$ cat src/rtl/vliw_pkg.sv
// Shared defaults and types for the VLIW register file slice.
package vliw_pkg;

  localparam int DATA_W_DEF   = 32;
  localparam int NUM_REGS_DEF = 8;

  typedef logic [$clog2(NUM_REGS_DEF)-1:0] reg_addr_t;

endpackage

$ cat src/rtl/vliw_regfile_sb_rd_port.sv
// One combinational read port: array lookup with optional write bypass and
// hardwired-zero R0. The write enables arriving here are already R0-qualified.
module rf_read_port
  import vliw_pkg::*;
#(
  parameter int DATA_W   = DATA_W_DEF,
  parameter int NUM_REGS = NUM_REGS_DEF,
  parameter int ADDR_W   = $clog2(NUM_REGS),
  parameter bit BYPASS   = 1'b1,
  parameter bit ZERO_R0  = 1'b0
) (
  input  logic [ADDR_W-1:0] rdAddr,
  input  logic [DATA_W-1:0] regs [NUM_REGS],
  input  logic              aluWe,
  input  logic [ADDR_W-1:0] aluWa,
  input  logic [DATA_W-1:0] aluWd,
  input  logic              memWe,
  input  logic [ADDR_W-1:0] memWa,
  input  logic [DATA_W-1:0] memWd,
  output logic [DATA_W-1:0] rdData
);

  always_comb begin
    rdData = regs[rdAddr];
    // MEM is checked first so a same-address double write returns MEM data.
    if (BYPASS) begin
      if (memWe && memWa == rdAddr)      rdData = memWd;
      else if (aluWe && aluWa == rdAddr) rdData = aluWd;
    end
    if (ZERO_R0 && rdAddr == '0) rdData = '0;
  end

endmodule

$ cat src/rtl/vliw_regfile_sb.sv
// Two-write-lane register file with four read ports, MEM-priority write
// conflicts, sticky conflict flag and a per-register load scoreboard.
module vliw_regfile_sb
  import vliw_pkg::*;
#(
  parameter int DATA_W   = DATA_W_DEF,
  parameter int NUM_REGS = NUM_REGS_DEF,
  parameter int ADDR_W   = $clog2(NUM_REGS),
  parameter bit BYPASS   = 1'b1,
  parameter bit ZERO_R0  = 1'b0
) (
  input  logic                clk,
  input  logic                reset,
  input  logic                alu_we,
  input  logic [ADDR_W-1:0]   alu_wa,
  input  logic [DATA_W-1:0]   alu_wd,
  input  logic                mem_we,
  input  logic [ADDR_W-1:0]   mem_wa,
  input  logic [DATA_W-1:0]   mem_wd,
  input  logic [ADDR_W-1:0]   alu_rm,
  input  logic [ADDR_W-1:0]   alu_rn,
  input  logic [ADDR_W-1:0]   mem_rn,
  input  logic [ADDR_W-1:0]   mem_rd,
  output logic [DATA_W-1:0]   alu_reg_rm,
  output logic [DATA_W-1:0]   alu_reg_rn,
  output logic [DATA_W-1:0]   mem_reg_rn,
  output logic [DATA_W-1:0]   mem_reg_rd,
  input  logic                ld_issue,
  input  logic [ADDR_W-1:0]   ld_rd,
  output logic                alu_stall,
  output logic [NUM_REGS-1:0] busy,
  output logic                wr_conflict
);

  logic [DATA_W-1:0]   regFile [NUM_REGS];
  logic [NUM_REGS-1:0] busyQ;
  logic                wrConflictQ;
  logic                aluWeEff;
  logic                memWeEff;
  logic                ldIssueEff;
  logic                sameAddr;

  // With ZERO_R0, anything aimed at R0 is dropped before it reaches state.
  assign aluWeEff   = alu_we   && !(ZERO_R0 && alu_wa == '0);
  assign memWeEff   = mem_we   && !(ZERO_R0 && mem_wa == '0);
  assign ldIssueEff = ld_issue && !(ZERO_R0 && ld_rd == '0);
  assign sameAddr   = aluWeEff && memWeEff && (alu_wa == mem_wa);

  always_ff @(posedge clk or negedge reset) begin
    if (!reset) begin
      for (int unsigned i = 0; i < NUM_REGS; i++) regFile[i] <= '0;
    end else begin
      if (aluWeEff && !sameAddr) regFile[alu_wa] <= alu_wd;
      if (memWeEff)              regFile[mem_wa] <= mem_wd;
    end
  end

  always_ff @(posedge clk or negedge reset) begin
    if (!reset)        wrConflictQ <= 1'b0;
    else if (sameAddr) wrConflictQ <= 1'b1;
  end

  // A new load to a register supersedes a writeback landing on the same edge.
  always_ff @(posedge clk or negedge reset) begin
    if (!reset) begin
      busyQ <= '0;
    end else begin
      for (int unsigned i = 0; i < NUM_REGS; i++) begin
        if (ldIssueEff && ld_rd == ADDR_W'(i))   busyQ[i] <= 1'b1;
        else if (mem_we && mem_wa == ADDR_W'(i)) busyQ[i] <= 1'b0;
      end
    end
  end

  assign busy        = busyQ;
  assign wr_conflict = wrConflictQ;
  assign alu_stall   = busyQ[alu_rm] | busyQ[alu_rn];

  rf_read_port #(.DATA_W(DATA_W), .NUM_REGS(NUM_REGS), .ADDR_W(ADDR_W),
                 .BYPASS(BYPASS), .ZERO_R0(ZERO_R0)) uAluRm (
    .rdAddr(alu_rm), .regs(regFile),
    .aluWe(aluWeEff), .aluWa(alu_wa), .aluWd(alu_wd),
    .memWe(memWeEff), .memWa(mem_wa), .memWd(mem_wd),
    .rdData(alu_reg_rm)
  );

  rf_read_port #(.DATA_W(DATA_W), .NUM_REGS(NUM_REGS), .ADDR_W(ADDR_W),
                 .BYPASS(BYPASS), .ZERO_R0(ZERO_R0)) uAluRn (
    .rdAddr(alu_rn), .regs(regFile),
    .aluWe(aluWeEff), .aluWa(alu_wa), .aluWd(alu_wd),
    .memWe(memWeEff), .memWa(mem_wa), .memWd(mem_wd),
    .rdData(alu_reg_rn)
  );

  rf_read_port #(.DATA_W(DATA_W), .NUM_REGS(NUM_REGS), .ADDR_W(ADDR_W),
                 .BYPASS(BYPASS), .ZERO_R0(ZERO_R0)) uMemRn (
    .rdAddr(mem_rn), .regs(regFile),
    .aluWe(aluWeEff), .aluWa(alu_wa), .aluWd(alu_wd),
    .memWe(memWeEff), .memWa(mem_wa), .memWd(mem_wd),
    .rdData(mem_reg_rn)
  );

  rf_read_port #(.DATA_W(DATA_W), .NUM_REGS(NUM_REGS), .ADDR_W(ADDR_W),
                 .BYPASS(BYPASS), .ZERO_R0(ZERO_R0)) uMemRd (
    .rdAddr(mem_rd), .regs(regFile),
    .aluWe(aluWeEff), .aluWa(alu_wa), .aluWd(alu_wd),
    .memWe(memWeEff), .memWa(mem_wa), .memWd(mem_wd),
    .rdData(mem_reg_rd)
  );

endmodule

$ cat config.mk
export PLATFORM = sky130hd
export DESIGN_NAME = vliw_regfile_sb
export DESIGN_NICKNAME = d
export VERILOG_FILES = /design/src/rtl/vliw_pkg.sv /design/src/rtl/vliw_regfile_sb_rd_port.sv /design/src/rtl/vliw_regfile_sb.sv
export SDC_FILE = /design/constraint.sdc
export NUM_CORES = 1
export LEC_CHECK = 0
export BUFFER_PORTS_ARGS = -buffer_cell sky130_fd_sc_hd__buf_2
export CORE_MARGIN = 3
export CORE_UTILIZATION = 40
export CTS_BUF_LIST = sky130_fd_sc_hd__clkbuf_4 sky130_fd_sc_hd__clkbuf_8 sky130_fd_sc_hd__clkbuf_16
export DETAILED_ROUTE_END_ITERATION = 6
export GPL_TIMING_DRIVEN = 0
export HOLD_SLACK_MARGIN = 0.12
export PLACE_DENSITY_LB_ADDON = 0.15
export SLEW_MARGIN = 40
export SYNTH_ARGS = -nofsm -noshare
export SYNTH_HDL_FRONTEND = slang
export SYNTH_SLANG_ARGS = --single-unit
$ cat constraint.sdc
create_clock -name clk -period 6.4 [get_ports clk]
set_input_delay 1.92 -clock clk [delete_from_list [all_inputs] [get_ports clk]]
set_output_delay 1.92 -clock clk [all_outputs]
set_load 0.02 [all_outputs]
Word-level counts from Yosys, hierarchy flattened --
Index checks and enable logic that the tools add are counted.
Storage, ports and cells: bits in registers 265, input bits 90, output and inout bits 138, logic and storage cells 145
Operators by class: $lt $le $gt $ge 10, equality and inequality tests 23, mux-type cells 48, bitwise gates (word level) 7, reductions and logical operators 40
Operators with widths (count):
- two-way mux 32 bit | 18
- bitwise mux 256 bit | 2
- two-way mux 256 bit | 2
- binary-select mux 32 bit (select 3 bit) | 4
- demux 32 bit (select 3 bit) | 2
- logical AND 1 bit | 29
- equality test 3 bit | 9
- equality test 3 bit (second input constant) | 8
- greater-or-equal comparator 4 bit (second input constant) | 6
- NOT 3 -> 4 bit | 6
- two-way mux 1 bit | 18
- nonzero test 2 bit | 8
- equality test 3 x 2 -> 1 bit (second input constant) | 4
- < comparator 3 x 4 -> 1 bit (second input constant) | 2
- < comparator 4 x 1 -> 1 bit (second input constant) | 2
- binary-select mux 1 bit (select 3 bit) | 2
- equality test 3 x 1 -> 1 bit (second input constant) | 2
- zero test 3 bit | 2
- zero test 1 bit | 1
- bitwise OR 1 bit | 1

Depth between registers and ports, before layout --
Gate-level depths: netlist of the first run.
word-level depth 9, depth in mapped cells 8, mapped depth without buffers 4

Cells and area by module --
From an unflattened synthesis of the first run, not the netlist that was laid out.
Unflattened totals: cells, all modules 2433, area total of the unflattened synthesis 23075.9 µm²
Modules (own cells, without submodules):
- vliw_regfile_sb | instances 1, cells an instance 1361, area an instance 12575.8 µm², seq. area each 6631.4 µm²
- rf_read_port | instances 4, cells an instance 268, area an instance 2625.0 µm², seq. area each 0.0 µm²

Least setup slack after synthesis of the first run --
OpenSTA, ideal clock, no wires.
kind input port to output port, start input alu_rm[1], end output alu_reg_rm[10], arrival 3.618 ns, required time 4.480 ns, setup slack 0.862 ns, cell stages on the path 6, buffers on the path 3, cell sequence clkbuf_1 -> buf_2 -> buf_2 -> mux4_2 -> a211oi_1 -> o21ai_1
On the way: cells in the longest elaborated chain, start to end 6, elaborated cells between the ends (all ways) 10, classes of those cells 2 x eq/ne; 5 x mux; 1 x bitwise; 2 x reduce/logical
Ends and longest elaborated chain:
- start: declaration | line vliw_regfile_sb.sv:20 | input logic [ADDR_W-1:0] alu_rm,
- NOT 3 -> 4 bit (not written as such) | line vliw_regfile_sb_rd_port.sv:24 | rdData = regs[rdAddr];
- binary-select mux 32 bit (select 3 bit) | line vliw_regfile_sb_rd_port.sv:24
- two-way mux 32 bit (not written as such) (2 in a row) | line vliw_regfile_sb_rd_port.sv:24
- two-way mux 32 bit | line vliw_regfile_sb_rd_port.sv:28 | else if (aluWe && aluWa == rdAddr) rdData = aluWd;
- two-way mux 32 bit (*) | line vliw_regfile_sb_rd_port.sv:27 | if (memWe && memWa == rdAddr) rdData = memWd;
- end: declaration | line vliw_regfile_sb.sv:24 | output logic [DATA_W-1:0] alu_reg_rm,
Every way passes the cells marked *; elsewhere a longest branch is shown, timed or not. The select of a mux whose other input is x is not followed.

Final worst setup path of the first run --
start input alu_wa[1], end output mem_reg_rd[30]
On the way: cells in the longest elaborated chain, start to end 4
Ends and longest elaborated chain:
- start: declaration | line vliw_regfile_sb.sv:15 | input logic [ADDR_W-1:0] alu_wa,
- equality test 3 bit | line vliw_regfile_sb_rd_port.sv:28
- logical AND 1 bit | line vliw_regfile_sb_rd_port.sv:28
- two-way mux 32 bit | line vliw_regfile_sb_rd_port.sv:28
- two-way mux 32 bit | line vliw_regfile_sb_rd_port.sv:27
- end: declaration | line vliw_regfile_sb.sv:27 | output logic [DATA_W-1:0] mem_reg_rd,
No other way between the ends.

==> impl_results.md, run 1 <==
- Result of the run: finished with violations
- Failing checks: DRC, setup timing
- Reg2reg setup slack: 5.57 ns
- Routed WL: 119,000 um
- Clock Sinks: 265
- CTS Hold Bufs: 0
- Root Driver: clkbuf_16
- Power per cell area: 291 mW/mm^2
- CTS tree: yes
- Hold Slack: 0.454 ns
- Register bit count reported by yosys: 265
- Cts bufs inserted: 36
- Setup Fix Bufs, Post-CTS: 0
- Ys flop type: dfrtp_1
- Die ar.: 0.0604 sq mm
- Synth Warn #: 0
- RD Place Congestion: 0.999
- DRC errors left: 10
- Avg WL per Cell: 32.4 um
- P_int: 4740 uW
- Max-Cap Viols: 0
- Fmax: 156 MHz
- Final worst-path cycle share: 1.00
- Die height: 246 um
- Critical Path AT: 4.50 ns
- Met1 Track Usage GR: 0.468
- Worst Hold Class: reg -> reg
- Die span in x: 246 um
- Slew Limit Fails: 0
- Sequential area share after synthesis: 0.288
- Share of cells above drive strength 1: 0.247
- Commonest non-fill, non-tap cell in the layout: nand2_1
- First-pass GRT wire length: 167,000 um
- Largest net degree at the start of global routing: 62
- Core Box Area: 0.0566 sq mm
- Startpoint Class: input pin
- CP required: 4.48 ns
- RSZ-0062 raised after global routing: no
- Crit-path max FO: 10
- Clock share of power: 0.288
- Comb pwr share: 0.384
- Sw frac: 0.386
- Clock Pin Slew Worst Setup and Hold Paths: 0.05 ns
- Clk Latency, worst-skew pair: 0.55 ns
- Pre-CTS WS: -0.522 ns
- Port buffer count: 219
- EDFF count, synth: 0
- Asr flop ratio synth: 1.00
- Vias in the first global route: 24.1k
- Most frequent cells in the layout: 653 x nand2_1, 265 x dfrtp_1, 260 x buf_2, 260 x mux4_2, 258 x nor2_1
- Gates resized, CTS repair: 38
- Cell area after synthesis: 0.0230 sq mm
- Syn_nets: 2,708
- Via Count: 25.0k
- Number of fill cells: 5,503
- Number of I/O pins: 228
- Slew HR: 0.365
- Detailed placement HPWL: 82,600 um
- CTS H-Tree Depth: 2
- Met2 Usage GRT: 0.572
- Synth-to-Final Area Change: 15.5%
- Nets: 2,968
- Initial core utilization: 0.407
- Tmin final: 6.42 ns
- GRT Util Overall: 0.383
- Post-DRT Antenna Nets: 0
- P_sw: 2980 uW
- Leakage: 0.0105 uW
- Via density: 6.84
- Syn avg cell area: 8.79 sq um
- Routing usage on met3: 0.145
- Max VDD drop: 203 uV
- Setup TNS: -0.0201 ns
- Final WS setup: -0.0201 ns
- CTS Buffer Depth: 3
- GRT overflow: 0
- Post-synth cell types: 32
- Critical path type: in -> out
- Worst-margin pin slew: 0.952 ns
- Seq pwr share: 0.328
- First drt pass iteration count: 7
- Final-report setup violation count: 1
- Crit. End Element: output pin
- Clock Skew: 0 ns
- DRT iter0 DRCs: 3,514
- Initial antenna violation count: 1
- Cells after synthesis: 2,618
- Final Hold Vio Count: 0
- Busiest grt layer: met2
- Row cnt: 87
## cell usage after synthesis, types with 4 or more instances
| cell type | n | area [sq um] |
|---|---|---|
| o21ai_0 | 141 | 706 |
| mux4_2 | 260 | 5860 |
| clkbuf_1 | 238 | 893 |
| nor2_1 | 258 | 968 |
| o21ai_1 | 121 | 606 |
| xnor2_1 | 24 | 210 |
| nand4_1 | 9 | 56.3 |
| buf_4 | 12 | 90.1 |
| buf_1 | 8 | 30.0 |
| nor2b_1 | 131 | 820 |
| nand3_1 | 4 | 20.0 |
| a31oi_1 | 256 | 1600 |
| o41a_4 | 8 | 170 |
| nand2_1 | 653 | 2450 |
| o41ai_4 | 5 | 138 |
| a211oi_1 | 128 | 961 |
| dfrtp_1 | 265 | 6630 |
| buf_2 | 47 | 235 |
| and4_1 | 9 | 78.8 |
| buf_6 | 18 | 203 |
## cell families after synthesis
logic type,synth area share
simple gates,0.195
flops,0.288
buf+inv,0.0634
compound gates,0.185
xor+xnor,0.0127
mux,0.255
## power groups by stage
| stage | registers (uW) | clock network [uW] | logic [uW] |
|---|---|---|---|
| floorplan | 2380 | 0 | 2020 |
| global placement | 2480 | 0 | 2840 |
| detailed placement | 2530 | 0 | 2890 |
| CTS | 2500 | 2210 | 2900 |
| global route | 2580 | 2270 | 3110 |
| finish | 2540 | 2220 | 2970 |
## metal layers
layer  vias up  wire length, um
met2      2195            51200
met3       538            16900
met4        12             8680
met5         -              351
met1     12200            41500
li1      10100                -
## cell type report
class / instances / area, sq um / share of cell area
inverter: 2 / 7.51 / 0.000282
clock buffer: 47 / 1020 / 0.0384
antenna: 1 / 2.50 / 0.0000942
timing repair buffer: 224 / 1220 / 0.0460
sequential: 265 / 6630 / 0.250
buffer: 321 / 1560 / 0.0588
multi-input combinational: 2028 / 15000 / 0.563
tap: 756 / 946 / 0.0356
clock inverter: 15 / 224 / 0.00843
## metrics by stage
stage	total power, uW	util	area (sq um)	std cells
after floorplan	4400	-	23000	2618
after global placement	5320	0.443	25100	3593
after detailed placement	5420	0.446	25200	3597
after CTS	7610	0.469	26500	3658
after global routing	7970	0.469	26600	3658
final	7720	0.469	26600	3659
## state kept, by name, summed over array words and instances, names as in the netlist
name,cells
regFile,256
busy,8
wr_conflict,1
## worst max-delay path: stages
cell and delay (ns):
buf_2 0.20, buf_2 0.28, xnor2_1 0.18, and4_1 0.22, clkbuf_1 0.45, clkbuf_2 0.51
a211oi_1 0.08, o21ai_1 0.40, buf_2 0.25
## worst paths after layout
kind,from,to,cells past startpoint
worst max-delay path,alu_wa[1],mem_reg_rd[30],9
worst min-delay path,wr_conflict,wr_conflict,2
worst max register to register,regFile[182],regFile[182],2
worst min register to register,wr_conflict,wr_conflict,2
max in group asynchronous,reset,regFile[222],4
min in group asynchronous,reset,regFile[10],1
(Power assumes the default switching activity.)
==> run 2, diff against run 1 <==
--- a/config.mk
+++ b/config.mk
@@ -13,7 +13,8 @@
 export GPL_TIMING_DRIVEN = 0
 export HOLD_SLACK_MARGIN = 0.12
 export PLACE_DENSITY_LB_ADDON = 0.15
-export SLEW_MARGIN = 40
+export RECOVER_POWER = 50
+export SLEW_MARGIN = 10
 export SYNTH_ARGS = -nofsm -noshare
 export SYNTH_HDL_FRONTEND = slang
 export SYNTH_SLANG_ARGS = --single-unit
==> constraint.sdc (replaced) <==
create_clock -name clk -period 6.7 [get_ports clk]
set_input_delay 2.01 -clock clk [delete_from_list [all_inputs] [get_ports clk]]
set_output_delay 2.01 -clock clk [all_outputs]
set_load 0.02 [all_outputs]
==> run 2 against run 1 <==
  * The run ends with DRC, capacitance limit, slew limit, setup timing left
  * Power decreased by 5.6%
  * Clock power fell by 7%
  * Global-route usage is essentially flat
  * Hold slack improved by 0.0026 ns
  * Clock-buffer cell count up 2
  * Wire length barely moved
  * Highest routed layer unchanged
==> impl_results.md, run 2 (same netlist as run 1, synthesis figures left out) <==
- Avg WL per Cell: 32.4 um (about the same)
- RD Place Congestion: 0.999 (unchanged)
- Die height: 246 um (unchanged)
- Final-report setup violation count: 11 (+10)
- Port buffer count: 219 (unchanged)
- Largest net degree at the start of global routing: 87 (+40%)
- Die ar.: 0.0604 sq mm (unchanged)
- Initial antenna violation count: 1 (unchanged)
- GRT overflow: 0 (unchanged)
- Via Count: 25.1k (+0.12%)
- HP Start: wr_conflict
- Number of I/O pins: 228 (unchanged)
- Synth-to-Final Area Change: 14.1%
- Core Box Area: 0.0566 sq mm (unchanged)
- Pre-CTS WS: -0.429 ns (+0.0923 ns)
- Clock Sinks: 265 (unchanged)
- Clock Skew: 0 ns (unchanged)
- DRT iter0 DRCs: 3,307 (-5.9%)
- Reg2reg setup slack: 5.85 ns (+0.28 ns)
- Max FFs per register: 256 (unchanged)
- Root Driver: clkbuf_16
- Crit-path max FO: 10 (unchanged)
- First-pass GRT wire length: 167,000 um (+0.13%)
- Cts bufs inserted: 36 (unchanged)
- Worst Hold Path EP: wr_conflict
- Vias in the first global route: 24.3k (+0.66%)
- Slew Limit Fails: 104 (+104)
- DRC errors left: 4 (-6)
- Result of the run: finished with violations
- Startpoint Class: input pin
- Final Util: 0.464 (-0.00573)
- Detailed placement HPWL: 82,400 um (-0.19%)
- Worst Hold Class: reg -> reg
- End of the worst register-to-register path: regFile[182]
- Largest register by flop count: regFile
- Area of the multi-input gates: 0.0149 sq mm (-0.69%)
- Clock Pin Slew Worst Setup and Hold Paths: 0.05 ns (about the same)
- CTS Hold Bufs: 0 (unchanged)
- Tmin final: 6.83 ns
- Clk Latency, worst-skew pair: 0.55 ns (about the same)
- Share of cells above drive strength 1: 0.230 (-0.0168)
- Nets: 2,965 (-0.10%)
- Critical Path AT: 4.82 ns (+0.32 ns)
- Max VDD drop: 191 uV (-5.5%)
- Via density: 6.85 (+0.15%)
- Routed WL: 119,000 um (about the same)
- Final worst-path cycle share: 1.02
- Leakage: 0.0103 uW (-1.9%)
- Slew HR: -0.874 (-1.24)
- Initial core utilization: 0.407 (unchanged)
- Worst-margin pin slew: 2.81 ns (+1.86 ns)
- R2R cell count: 2 (unchanged)
- CP required: 4.69 ns (+0.21 ns)
- Crit. End Element: output pin
- Row cnt: 87 (unchanged)
- CTS Buffer Depth: 3 (unchanged)
- RSZ-0062 raised after global routing: yes
- CTS tree: yes
- Final WS setup: -0.127 ns (-0.107 ns)
- Sequential cell area: 0.00663 sq mm (unchanged)
- Fmax: 146 MHz
- Commonest non-fill, non-tap cell in the layout: nand2_1
- Reg2reg start: regFile[182]
- Number of fill cells: 5,539 (+0.65%)
- GRT Util Overall: 0.383 (about the same)
- Post-DRT Antenna Nets: 0 (unchanged)
- Hold path depth: 2 (unchanged)
- Die span in x: 246 um (unchanged)
- Power per cell area: 278 mW/mm^2 (-4.4%)
- Critical path type: in -> out
- Max-Cap Viols: 2 (+2)
- Failing checks: DRC, capacitance limit, slew limit, setup timing
- Final Hold Vio Count: 0 (unchanged)
- Most frequent cells in the layout: 653 x nand2_1, 265 x dfrtp_1, 260 x mux4_2, 258 x nor2_1, 256 x a31oi_1
- First drt pass iteration count: 7 (unchanged)
- CTS H-Tree Depth: 2 (unchanged)
## run 2: area by class of cell
| class | instances | area share |
|---|---|---|
| antenna | 1 | 0.0000953 |
| buffer | 320 | 0.0558 |
| clock buffer | 49 | 0.0411 |
| clock inverter | 15 | 0.00529 |
| inverter | 2 | 0.000286 |
| multi-input combinational | 2028 | 0.566 |
| sequential | 265 | 0.253 |
| tap | 756 | 0.0360 |
| timing repair buffer | 222 | 0.0430 |
## run 2: report_power, final
group	switching [uW]	total, uW	internal, uW
Combinational	1520	2810	1290
Clock	850	2060	1210
Sequential	465	2420	1960
## run 2: stage by stage
stage                     total power (uW)  hold slack, ns  std cells  setup TNS (ns)  instance area, sq um
final                                 7290           0.457       3658          -0.444                 26300
after detailed placement              5170           0.446       3596          -20.82                 25100
after global routing                  7530           0.477       3657           -1.44                 26200
after CTS                             7210           0.459       3658               0                 26400
after floorplan                       4210           0.538       2618               0                 23000
after global placement                5080           0.448       3593         -461.67                 25100
## run 2: what timing repair did
| action | 4_1_cts | 5_1_grt |
|---|---|---|
| gates resized for setup | 24 | 69 |
| pin swaps | 0 | 0 |
| setup buffers | 0 | 0 |
| setup endpoints to repair | 107 | 103 |
## run 2: routing by layer
layer	up-vias	routed length (um)	global-route usage
met2	2131	51100	0.576
met4	6	8740	0.226
met5	-	196	0.0278
met1	12300	41400	0.464
met3	527	17100	0.151
li1	10100	-	-
## run 2: worst max path at each step
stage                          from              to  slack [ns]  depth (start not counted)
final                     mem_rn[0]  mem_reg_rn[14]       -0.13                          7
after global routing      mem_rn[0]  mem_reg_rn[14]       -0.08                          7
after CTS                 mem_rn[2]  mem_reg_rn[14]     0.00003                          7
after detailed placement  alu_rm[1]  alu_reg_rm[30]       -0.43                          9
after global placement        reset     regFile[29]       -1.71                          1
after floorplan           alu_rm[1]  alu_reg_rm[10]        0.98                          6
## run 2: critical path: stages
cell      delay [ns]
buf_2           0.21
clkbuf_1        0.68
clkbuf_2        0.52
clkbuf_1        0.69
a211oi_1        0.25
o21ai_1         0.25
buf_2           0.20
